===== src/rtl/checker_pkg.sv =====
// rtl/checker_pkg.sv - shared sizes, FSM encoding and length clamp for checker_mem_loader
package checker_pkg;

  localparam int DEPTH  = 2048;
  localparam int IDX_W  = 11;
  localparam int LEN_W  = 12;
  localparam int ADDR_W = 16;

  typedef enum logic [2:0] {
    ST_IDLE  = 3'd0,
    ST_LOAD  = 3'd1,
    ST_DUMP  = 3'd2,
    ST_DRAIN = 3'd3,
    ST_DONE  = 3'd4
  } state_t;

  // Requests longer than the memory are clipped to exactly one full pass.
  function automatic logic [LEN_W-1:0] clamp_len(input logic [LEN_W-1:0] req_len,
                                                 input int               depth);
    logic [LEN_W-1:0] cap;
    cap = LEN_W'(depth);
    return (req_len > cap) ? cap : req_len;
  endfunction

endpackage


===== src/rtl/checker_byte_fifo2.sv =====
// rtl/checker_byte_fifo2.sv - two-entry byte FIFO with simultaneous push/pop
module checker_byte_fifo2 (
  input  logic       clk,
  input  logic       rst,
  input  logic       push,
  input  logic       pop,
  input  logic [7:0] push_data,
  output logic [7:0] data,
  output logic       full,
  output logic       empty,
  output logic [1:0] count
);

  logic [7:0] mem_q [2];
  logic       wr_ptr_q, wr_ptr_d;
  logic       rd_ptr_q, rd_ptr_d;
  logic [1:0] count_q, count_d;
  logic       do_push, do_pop;

  // A push into a full FIFO is accepted only when the head leaves in the same cycle.
  assign do_pop  = pop & ~empty;
  assign do_push = push & (~full | do_pop);

  always_comb begin
    wr_ptr_d = wr_ptr_q;
    rd_ptr_d = rd_ptr_q;
    count_d  = count_q;
    if (do_push) begin
      wr_ptr_d = ~wr_ptr_q;
    end
    if (do_pop) begin
      rd_ptr_d = ~rd_ptr_q;
    end
    count_d = count_q + 2'(do_push) - 2'(do_pop);
  end

  always_ff @(posedge clk) begin
    if (rst) begin
      mem_q[0] <= '0;
      mem_q[1] <= '0;
      wr_ptr_q <= 1'b0;
      rd_ptr_q <= 1'b0;
      count_q  <= '0;
    end else begin
      if (do_push) begin
        mem_q[wr_ptr_q] <= push_data;
      end
      wr_ptr_q <= wr_ptr_d;
      rd_ptr_q <= rd_ptr_d;
      count_q  <= count_d;
    end
  end

  assign data  = mem_q[rd_ptr_q];
  assign full  = (count_q == 2'd2);
  assign empty = (count_q == 2'd0);
  assign count = count_q;

endmodule


===== src/rtl/checker_mem_loader.sv =====
// rtl/checker_mem_loader.sv - streams bytes into or out of a word-addressed memory, one byte per word
module checker_mem_loader
  import checker_pkg::*;
#(
  parameter int DEPTH = checker_pkg::DEPTH,
  parameter int IDX_W = checker_pkg::IDX_W
) (
  input  logic             sys_clk,
  input  logic             sys_rst,
  input  logic             start,
  input  logic             mode,
  input  logic [IDX_W-1:0] base,
  input  logic [11:0]      len,
  output logic             busy,
  output logic             done,
  input  logic [7:0]       in_data,
  input  logic             in_valid,
  output logic             in_ready,
  output logic [7:0]       out_data,
  output logic             out_valid,
  input  logic             out_ready,
  output logic [15:0]      mem_addr,
  output logic [3:0]       mem_we,
  output logic [31:0]      mem_di,
  input  logic [31:0]      mem_do
);

  state_t           state_q, state_d;
  logic [IDX_W-1:0] idx_q, idx_d;
  logic [LEN_W-1:0] cnt_q, cnt_d;
  logic [LEN_W-1:0] len_q, len_d;
  logic             inflight_q, inflight_d;

  logic [LEN_W-1:0] start_len;
  logic             last_cnt;
  logic             load_rdy;
  logic             beat;
  logic             issue;
  logic [2:0]       occ;

  logic             fifo_pop;
  logic [7:0]       fifo_data;
  logic             fifo_full;
  logic             fifo_empty;
  logic [1:0]       fifo_count;
  logic             unused_mem_hi;

  assign unused_mem_hi = ^{mem_do[31:8], fifo_full};

  assign start_len = clamp_len(len, DEPTH);
  assign last_cnt  = (cnt_q == len_q - LEN_W'(1));
  assign load_rdy  = (state_q == ST_LOAD) && (cnt_q < len_q);
  assign beat      = load_rdy & in_valid;
  assign fifo_pop  = ~fifo_empty & out_ready;
  assign occ       = 3'(fifo_count) + 3'(inflight_q);
  // Counting the same-cycle pop as free space keeps a steady 1 byte/cycle with out_ready high.
  assign issue     = (state_q == ST_DUMP) && (cnt_q < len_q) &&
                     ((occ - 3'(fifo_pop)) < 3'd2);

  checker_byte_fifo2 u_fifo (
    .clk       (sys_clk),
    .rst       (sys_rst),
    .push      (inflight_q),
    .pop       (fifo_pop),
    .push_data (mem_do[7:0]),
    .data      (fifo_data),
    .full      (fifo_full),
    .empty     (fifo_empty),
    .count     (fifo_count)
  );

  always_ff @(posedge sys_clk) begin
    if (sys_rst) begin
      state_q <= ST_IDLE;
    end else begin
      state_q <= state_d;
    end
  end

  always_ff @(posedge sys_clk) begin
    if (sys_rst) begin
      idx_q      <= '0;
      cnt_q      <= '0;
      len_q      <= '0;
      inflight_q <= 1'b0;
    end else begin
      idx_q      <= idx_d;
      cnt_q      <= cnt_d;
      len_q      <= len_d;
      inflight_q <= inflight_d;
    end
  end

  always_comb begin
    state_d    = state_q;
    idx_d      = idx_q;
    cnt_d      = cnt_q;
    len_d      = len_q;
    inflight_d = issue;
    case (state_q)
      ST_IDLE: begin
        if (start) begin
          idx_d = base;
          cnt_d = '0;
          len_d = start_len;
          if (start_len == '0) begin
            state_d = ST_DONE;
          end else if (mode) begin
            state_d = ST_DUMP;
          end else begin
            state_d = ST_LOAD;
          end
        end
      end
      ST_LOAD: begin
        if (beat) begin
          idx_d = idx_q + IDX_W'(1);
          cnt_d = cnt_q + LEN_W'(1);
          if (last_cnt) begin
            state_d = ST_DONE;
          end
        end
      end
      ST_DUMP: begin
        if (issue) begin
          idx_d = idx_q + IDX_W'(1);
          cnt_d = cnt_q + LEN_W'(1);
          if (last_cnt) begin
            state_d = ST_DRAIN;
          end
        end
      end
      ST_DRAIN: begin
        if (fifo_empty && !inflight_q) begin
          state_d = ST_DONE;
        end
      end
      ST_DONE: begin
        state_d = ST_IDLE;
      end
      default: begin
        state_d = ST_IDLE;
      end
    endcase
  end

  always_comb begin
    busy      = (state_q != ST_IDLE);
    done      = (state_q == ST_DONE);
    in_ready  = load_rdy;
    mem_we    = beat ? 4'b0001 : 4'b0000;
    mem_di    = beat ? {24'b0, in_data} : 32'b0;
    mem_addr  = (beat || issue) ? 16'({idx_q, 3'b000}) : 16'b0;
    out_valid = ~fifo_empty;
    out_data  = fifo_data;
  end

endmodule


===== config.mk =====
export PLATFORM = sky130hd
export DESIGN_NAME = checker_mem_loader
export DESIGN_NICKNAME = d
export VERILOG_FILES = /design/src/rtl/checker_pkg.sv /design/src/rtl/checker_byte_fifo2.sv /design/src/rtl/checker_mem_loader.sv
export SDC_FILE = /design/constraint.sdc
export NUM_CORES = 1
export LEC_CHECK = 0
export BUFFER_PORTS_ARGS = -buffer_cell sky130_fd_sc_hd__buf_2
export CAP_MARGIN = 5
export CORE_MARGIN = 2
export CORE_UTILIZATION = 40
export CTS_BUF_LIST = sky130_fd_sc_hd__clkbuf_4
export CTS_CLUSTER_DIAMETER = 40
export DETAILED_ROUTE_END_ITERATION = 12
export GPL_ROUTABILITY_DRIVEN = 1
export HOLD_SLACK_MARGIN = 0.12
export PLACE_DENSITY_LB_ADDON = 0.05
export SLEW_MARGIN = 10
export SYNTH_ARGS = -nofsm -noshare
export SYNTH_HDL_FRONTEND = slang
export SYNTH_SLANG_ARGS = --single-unit

===== constraint.sdc =====
create_clock -name sys_clk -period 4.2 [get_ports sys_clk]
set_input_delay 0.84 -clock sys_clk [delete_from_list [all_inputs] [get_ports sys_clk]]
set_output_delay 0.84 -clock sys_clk [all_outputs]
set_load 0.01 [all_outputs]

==> results of run 1 <==
## synthesized netlist by cell type (6+ instances only)
library cell and instances:
a21oi_1 45, inv_1 24, nor3_1 16, o31ai_1 9
or4_1 7, nand3_1 9, mux2_2 8, o32ai_1 6
and2_1 39, clkbuf_1 13, nand2_1 26, a22oi_1 8
nor2_1 30, or3_1 7, xnor2_1 9, edfxtp_1 16
dfxtp_1 44, nand4_1 8, ha_1 18, o21ai_0 15
buf_4 36, and3_1 6, nor3b_1 6, nand2b_1 8
## metal layers
layer,up-vias,GRT usage [%]
li1,1803,-
met1,1591,23.9
met2,77,26.4
met3,6,3.43
met4,0,5.90
met5,-,0
## sequential cells by signal, indices dropped and copies added (netlist names), named ones only
name and count:
u_fifo.rd_ptr_q 1, u_fifo.wr_ptr_q 1, len_q 12, inflight_q 1, u_fifo.count 2, cnt_q 12
idx_q 11, state_q 3, u_fifo.mem_q 16
## kinds of logic after synthesis
logic type,Yosys count
AO/OA/AOI/OAI,115
XOR/XNOR,14
adder cells (fa/ha/maj),19
buffers and inverters,82
flip-flops,60
multiplexers,8
other,1
AND/OR/NAND/NOR,183
## worst max-delay path by stage
stage	cells past startpoint	to	start
final	11	mem_addr[8]	u_fifo.count[1]$_SDFF_PP0_
after global routing	11	mem_addr[8]	u_fifo.count[0]$_SDFF_PP0_
after CTS	12	mem_addr[5]	u_fifo.count[0]$_SDFF_PP0_
after detailed placement	12	mem_addr[5]	out_ready
after global placement	12	mem_addr[11]	out_ready
after floorplan	9	mem_addr[10]	out_ready
## through the flow
| stage | worst slack (ns) | cells | util, % |
|---|---|---|---|
| detailed placement | 0.260 | 671 | 44.9 |
| CTS | 0.101 | 687 | 46.7 |
| global placement | 0.298 | 671 | 44.9 |
| finish | 0.235 | 687 | 46.8 |
| floorplan | 0.578 | 513 | - |
| global route | 0.0389 | 687 | 46.8 |
## layout by cell type, fill, tap and decap left out, types with 9 or more instances in the layout
cell type | Yosys | layout
buf_2 | 4 | 76
a21oi_1 | 45 | 44
dfxtp_1 | 44 | 44
and2_1 | 39 | 39
conb_1 | 1 | 32
nor2_1 | 30 | 30
nand2_1 | 26 | 26
inv_1 | 24 | 24
ha_1 | 18 | 18
nor3_1 | 16 | 16
edfxtp_1 | 16 | 16
o21ai_0 | 15 | 15
o31ai_1 | 9 | 9
xnor2_1 | 9 | 9
nand3_1 | 9 | 9
clkbuf_4 | 0 | 9
## final cells by class
cell class / instances / area (µm²)
Sequential cell: 60 / 1360
Tap cell: 133 / 166
Fill cell: 1005 / 5230
Timing Repair Buffer: 82 / 425
Multi-Input combinational cell: 371 / 2360
Clock inverter: 7 / 115
Clock buffer: 9 / 67.6
Inverter: 25 / 93.8
## power breakdown
group | switching, W | total (W) | internal, W
registers | 0.000131 | 0.000829 | 0.000698
clock network | 0.000231 | 0.000530 | 0.000299
logic | 0.000655 | 0.00110 | 0.000444
total | 0.00102 | 0.00246 | 0.00144
## critical path, stage by stage, from the launching register on
cell and delay, ns:
dfxtp_1 0.35, or2_2 0.31, and2_1 0.19, ha_1 0.29, nor2b_1 0.14, fa_1 0.47
nor4_4 0.32, a21oi_2 0.11, nor2_1 0.12, buf_4 0.17, and2_1 0.13, buf_2 0.13
## what timing repair did
| item | in CTS | in global routing |
|---|---|---|
| endpoints found under the setup margin | 0 | 10 |
| gates resized for setup | 0 | 1 |
| buffers inserted | 0 | 0 |
==> results_dict.tcl, run 1 <==
set metrics [dict create \
    clock_sinks 60 \
    die_x_um 105 \
    status "finished clean" \
    detail_route.wl_per_cell_um 13.7 \
    yosys_warnings 0 \
    whs_ns 0.491 \
    synth_compound_area_share_pct 18.1 \
    ys_top_cells_by_area "dfxtp_1, edfxtp_1, buf_4" \
    reg2reg_to "idx_q[7]$_SDFFE_PP0P_" \
    drv_cap 0 \
    rsz0062_at_grt "no" \
    die-area_um2 11000 \
    tightestPinTransition_ns 1.21 \
    crit_type "reg2out" \
    seq_area_frac_synth_pct 33.5 \
    coreArea_um2 9820 \
    tns_ns 0 \
    top_layer "met4" \
    post-route-drc-count 0 \
    leakage_nw 1.91 \
    synthSimpleGateAreaFrac_pct 25.7 \
    synth_xor_area_share_pct 3.02 \
    drt-vias-per-instance 5.06 \
    cp.arrival_ns 3.12 \
    post-route-min-period_ns 3.96 \
    p_per_area_nw_per_um2 535 \
    antenna_found_initial 0 \
    synth_ff_type "dfxtp_1" \
    worstSetupStartpointType "flop" \
    fp.dieH_um 105 \
    cts_tree "built" \
    finalCritPeriodShare_pct 94.4 \
    async_reset_ff_share_pct 0 \
    setup_violations 0 \
    io_pins 133 \
    fmax_ghz 0.252 \
    crit_fanout 11 \
    worstSkewPairLatency_ns 0.42 \
    wl_met3_um 475 \
    portBuffers 76 \
    wl_met2_um 4200 \
    hold_violations 0 \
    synth_cell_types 61 \
    slew_headroom_pct 19.0 \
    post_synth.cell_area_avg_um2 8.44 \
    worst_hold_path_type "reg2reg" \
    fin_nets 637 \
    n_antenna_cell 0 \
    peakVddDrop_mv 0.218 \
    grt_overflow_total 0 \
    synth.cell_area_um2 4070 \
    muxShareOfSynthArea_pct 2.22 \
    cts_buffers 9 \
    grt_pass1_vias 3192 \
    synthAdderAreaFrac_pct 6.03 \
    worstHoldEndpoint "len_q[11]$_SDFFE_PP0P_" \
    finalPower_w 0.00246 \
    synth_top_area_share_pct 21.7 \
    drive_gt1_share_pct 21.8 \
    r2r-start "u_fifo.count[1]$_SDFF_PP0_" \
    reg2reg_setup_slack_ns 0.76 \
    synth_top_family_by_area "simple AND/OR/NAND/NOR gates" \
    grt_max_degree 46 \
    rows 36 \
    fin_area_um2 4590 \
    hpwlAfterDp_um 6860 \
    layout-area-overhead-vs-synth_pct 12.9 \
    drt_iter0_drc 147 \
    cts_max_path_buffers 2 \
    synth_edf_count 16 \
    yosys.area.top_type "dfxtp_1" \
    syn_inst 482 \
    htreeDepth 3 \
    wl_met1_um 4640 \
    ctsHoldBuffers 0 \
    gp_congestion 0.781 \
    required_ns 3.36 \
    holdPathStages 2 \
    routed-via-count 3477 \
    r2r_cells 13 \
    wirelength_um 9390 \
    min_from "len_q[11]$_SDFFE_PP0P_" \
    drt.antenna.violating_nets 0 \
    clockRootBuffer "clkbuf_4" \
    clock-skew-final_ns 0.0203 \
    crit_path_end_kind "output pin" \
    start_util_pct 41.4 \
    grt_use_total_pct 17.1 \
    firstDrtPassIters 5 \
    grt_pass1_wl_um 15400 \
    cts.clk_slew.worst_paths_ns 0.10 \
    slew_violations 0 \
    yosys_register_bits 60 \
    place_area_um2 4410 \
]
(Power assumes the default switching activity.)
==> run 2, diff against run 1 <==
CORE_ASPECT_RATIO = 1.1   (was default)
==> results_dict.tcl, run 2 (synthesis gave the netlist of run 1 again) <==
set metrics [dict create \
    status "finished clean" \
    cts_max_path_buffers 2 \
    grt_overflow_total 0 \
    clock_sinks 60 \
    critPathBufInv 2 \
    final_cell_mix "buf_2, a21oi_1, dfxtp_1" \
    required_ns 3.36 \
    ctsHoldBuffers 0 \
    crit_fanout 7 \
    fin_nets 640 \
    layout_commonest_cell "buf_2" \
    reg_top3 "u_fifo.mem_q (16), cnt_q (12), len_q (12)" \
    cp_cell_sequence "or2_2, and2_1, ha_1, nor2b_1, fa_1, nor4_4, a21oi_2, nor2_2, buf_4, and2_1, buf_2" \
    cts_buffers 9 \
    hpwlAfterDp_um 6920 \
    internal_power_w 0.00128 \
    slew_headroom_pct 24.0 \
    finalCritPeriodShare_pct 95.1 \
    hold_violations 0 \
    power.switching_w 0.00103 \
    slowest_stage "fa_1" \
    grt_max_degree 46 \
    clockRootBuffer "clkbuf_4" \
    cts.clk_slew.worst_paths_ns 0.11 \
    tightestPinTransition_ns 1.14 \
    slew_violations 0 \
    crit_top_cell "and2_1" \
    whs_ns 0.499 \
    grt_pass1_vias 3085 \
    max_stage_delay_ns 0.47 \
    largest_reg_flops 16 \
    routed-via-count 3527 \
    fmax_ghz 0.250 \
    top_register "u_fifo.mem_q" \
    crit_path_end_kind "output pin" \
    gp_congestion 0.820 \
    utilization_pct 45.9 \
    p_comb_share_pct 48.2 \
    drive_gt1_share_pct 22.4 \
    start_util_pct 41.1 \
    cts_tree "built" \
    cp.arrival_ns 3.16 \
    grt_pass1_wl_um 14800 \
    tns_ns 0 \
    finalPower_w 0.00231 \
    crit_family "simple AND/OR/NAND/NOR gates" \
    portBuffers 76 \
    die_x_um 100 \
    clock-skew-final_ns 0.00959 \
    wirelength_um 9300 \
    worstSkewPairLatency_ns 0.42 \
    cts_setup_buffers 0 \
    drv_cap 0 \
    die-area_um2 11000 \
    firstDrtPassIters 4 \
    drt-vias-per-instance 5.20 \
    grt_use_total_pct 17.2 \
    setup_violations 0 \
    htreeDepth 3 \
    drt_iter0_drc 127 \
    p_per_area_nw_per_um2 509 \
    pwr-share-seq_pct 36.0 \
    peakVddDrop_mv 0.238 \
    detail_route.wl_per_cell_um 13.7 \
    post-route-min-period_ns 4.00 \
    worstSetupStartpointType "flop" \
    p_clk_share_pct 15.8 \
    worst_hold_path_type "reg2reg" \
    coreArea_um2 9890 \
    leakage_nw 1.89 \
    drt.antenna.violating_nets 0 \
    crit_type "reg2out" \
    post-route-drc-count 0 \
    rows 38 \
    io_pins 133 \
    antenna_found_initial 1 \
    layout-area-overhead-vs-synth_pct 11.7 \
    fp.dieH_um 110 \
    switching_share_pct 44.7 \
]
==> run 2: layout make-up <==
cell class                 count  area (µm²)
antenna                        1        2.50
clock buffer                   9        67.6
clock inverter                 7        52.6
fill                        1004        5350
inverter                      25        93.8
multi-input combinational    371        2360
sequential                    60        1360
tap                          120         150
timing repair buffer          85         448
==> run 2: routing by layer <==
metal | GRT usage [%] | up-vias | wire length (µm)
met1 | 23.9 | 1629 | 4450
met4 | 7.63 | 0 | 163
met5 | 0 | - | 0
met2 | 26.6 | 83 | 4270
met3 | 2.23 | 12 | 408
li1 | - | 1803 | -
==> run 2: worst paths after layout <==
check / from / to / slack, ns / cells past startpoint
min reg2reg: len_q[11]$_SDFFE_PP0P_ / len_q[11]$_SDFFE_PP0P_ / 0.50 / 2
max: u_fifo.count[0]$_SDFF_PP0_ / mem_addr[11] / 0.20 / 11
min: len_q[11]$_SDFFE_PP0P_ / len_q[11]$_SDFFE_PP0P_ / 0.50 / 2
max reg2reg: u_fifo.count[0]$_SDFF_PP0_ / idx_q[0]$_SDFFE_PP0P_ / 0.74 / 11
==> run 2: power by group through the flow <==
stage / clock network (W) / logic [W] / registers, W
after global routing: 0.000400 / 0.00125 / 0.000854
after floorplan: 0 / 0.000901 / 0.000783
after detailed placement: 0 / 0.00111 / 0.000846
after global placement: 0 / 0.00110 / 0.000843
final: 0.000366 / 0.00111 / 0.000832
after CTS: 0.000376 / 0.00112 / 0.000832
==> run 2: stage by stage <==
stage          setup WS [ns]  cells  cell area [µm²]
2_1_floorplan          0.578    513             4180
3_3_place_gp           0.232    661             4410
3_5_place_dp           0.208    661             4410
4_1_cts               0.0300    677             4530
5_1_grt             -0.00191    678             4540
6_report               0.204    678             4540
==> run 2: worst reg2reg max path, cell delays in order (launching register included) <==
cell and delay (ns):
dfxtp_1 0.34, or2_2 0.31, and2_1 0.20, ha_1 0.29, nor2b_1 0.14, fa_1 0.47
nor4_4 0.32, a21oi_2 0.12, o21a_1 0.40, buf_4 0.29, or3_1 0.36, a31oi_1 0.16
==> run 2: repair_timing <==
action                                  4_1_cts  5_1_grt
resized for setup                             0        2
hold endpoints to repair                      0        0
endpoints found under the setup margin        0       10
==> run 3, diff against run 2 <==
CORE_UTILIZATION = 53   (was 40)
==> results_dict.tcl, run 3 (synthesis gave the netlist of run 1 again) <==
set metrics [dict create \
    status "finished clean" \
    drive_gt1_share_pct 21.6 \
    fin_area_um2 4470 \
    nFillCells 698 \
    crit_path_end_kind "output pin" \
    die-area_um2 8390 \
    hpwlAfterDp_um 6470 \
    whs_ns 0.508 \
    reg2reg_setup_slack_ns 0.77 \
    fin_nets 635 \
    drv_cap 0 \
    start_util_pct 54.7 \
    placedCellCount 623 \
    p_comb_share_pct 46.6 \
    coreArea_um2 7430 \
    crit_fanout 11 \
    finalCritPeriodShare_pct 94.4 \
    crit_type "reg2out" \
    worst_hold_path_type "reg2reg" \
    multi_input_area_um2 2360 \
    grt_use_total_pct 21.3 \
    cts.clk_slew.worst_paths_ns 0.11 \
    peakVddDrop_mv 0.300 \
    rows 33 \
    detail_route.wl_per_cell_um 13.8 \
    antenna_found_initial 0 \
    io_pins 133 \
    drt_iter0_drc 242 \
    tightestPinTransition_ns 1.09 \
    power.switching_w 0.000996 \
    cp.arrival_ns 3.12 \
    post-route-drc-count 0 \
    clock_sinks 60 \
    final-seq-area_um2 1360 \
    drt-vias-per-instance 5.46 \
    grt_pass1_vias 3084 \
    worstSetupStartpointType "flop" \
    layout-area-overhead-vs-synth_pct 9.97 \
    wirelength_um 8790 \
    slew_headroom_pct 27.6 \
    clockRootBuffer "clkbuf_4" \
    p_clk_share_pct 17.5 \
    cts_setup_buffers 0 \
    setup_violations 0 \
    r2r-start "u_fifo.count[1]$_SDFF_PP0_" \
    endpoint "mem_addr[5]" \
    cts_max_path_buffers 2 \
    post-route-min-period_ns 3.96 \
    gp_congestion 0.812 \
    place_area_um2 4330 \
    drt.antenna.violating_nets 0 \
    leakage_nw 1.88 \
    final_cell_mix "buf_2, a21oi_1, dfxtp_1" \
    internal_power_w 0.00131 \
    hold_violations 0 \
    reg_top3 "u_fifo.mem_q (16), cnt_q (12), len_q (12)" \
    portBuffers 76 \
    reg2reg_to "idx_q[6]$_SDFFE_PP0P_" \
    slew_violations 0 \
    pwr-share-seq_pct 35.9 \
    fmax_ghz 0.252 \
    firstDrtPassIters 4 \
    utilization_pct 60.2 \
    cts_buffers 9 \
    required_ns 3.36 \
    routed-via-count 3490 \
    layout_commonest_cell "buf_2" \
    die_x_um 87.5 \
    top_register "u_fifo.mem_q" \
    grt_overflow_total 0 \
    largest_reg_flops 16 \
    instances_no_fill 639 \
    n_antenna_cell 0 \
    p_per_area_nw_per_um2 516 \
    cts_tree "built" \
    grt_pass1_wl_um 14200 \
    worstSkewPairLatency_ns 0.40 \
    clock-skew-final_ns 0.0169 \
    rsz0062_at_grt "no" \
    r2r_cells 12 \
    fp.dieH_um 95.9 \
    htreeDepth 3 \
    grt_max_degree 46 \
    switching_share_pct 43.2 \
    tns_ns 0 \
    crit_start "u_fifo.count[1]$_SDFF_PP0_" \
]
==> run 3: cell count changes in the layout (fill, tap and decap cells not counted), sizes merged <==
cell,previous run,this run
buf,85,80
bufinv,0,1
clkinv,3,4
clkinvlp,4,3
diode,1,0
inv,25,24
==> run 3: final cells by class <==
type,instances,area share (%)
multi-input combinational,371,52.8
sequential,60,30.4
timing repair buffer,80,9.18
tap,87,2.43
inverter,25,2.10
clock buffer,9,1.51
clock inverter,7,1.51
==> run 3: how the worst min path moves through the flow <==
stage / start / endpoint / slack (ns) / cells past startpoint
6_report: idx_q[10]$_SDFFE_PP0P_ / idx_q[10]$_SDFFE_PP0P_ / 0.51 / 2
5_1_grt: len_q[11]$_SDFFE_PP0P_ / len_q[11]$_SDFFE_PP0P_ / 0.54 / 2
4_1_cts: len_q[11]$_SDFFE_PP0P_ / len_q[11]$_SDFFE_PP0P_ / 0.51 / 2
3_5_place_dp: idx_q[10]$_SDFFE_PP0P_ / idx_q[10]$_SDFFE_PP0P_ / 0.49 / 2
3_3_place_gp: len_q[11]$_SDFFE_PP0P_ / len_q[11]$_SDFFE_PP0P_ / 0.47 / 2
2_1_floorplan: len_q[11]$_SDFFE_PP0P_ / len_q[11]$_SDFFE_PP0P_ / 0.46 / 2
==> run 3: routing by layer <==
| metal | track usage [%] | part of all wire (%) | wire length, µm | up-vias |
|---|---|---|---|---|
| li1 | - | - | - | 1796 |
| met1 | 29.1 | 48 | 4180 | 1609 |
| met2 | 34.7 | 47 | 4140 | 81 |
| met3 | 3.69 | 4.7 | 409 | 4 |
| met4 | 6.15 | 0.65 | 57 | 0 |
| met5 | 0 | 0 | 0 | - |
==> run 3: worst max-delay path, stage by stage (launching register included) <==
cell and delay (ns):
dfxtp_1 0.34, or2_2 0.30, and2_1 0.19, ha_1 0.29
nor2b_1 0.14, fa_1 0.47, nor4_4 0.33, a21oi_2 0.12
nor2_1 0.11, buf_4 0.17, and2_1 0.14, buf_2 0.12
==> run 3: power groups by stage <==
stage | logic (W) | clock network [W] | registers [W]
detailed placement | 0.00107 | 0 | 0.000841
floorplan | 0.000901 | 0 | 0.000783
global placement | 0.00105 | 0 | 0.000837
finish | 0.00107 | 0.000403 | 0.000829
CTS | 0.00108 | 0.000414 | 0.000828
global route | 0.00122 | 0.000441 | 0.000850
==> run 3: what timing repair did <==
action	in CTS	in global routing
setup endpoints to repair	0	10
endpoints found under the hold margin	0	0
hold buffers	0	0
resized for setup	0	1
==> run 3: through the flow <==
step	total power, W	worst slack (ns)
after floorplan	0.00168	0.578
after global placement	0.00189	0.310
after detailed placement	0.00191	0.255
after CTS	0.00232	0.115
after global routing	0.00251	0.0182
final	0.00231	0.237
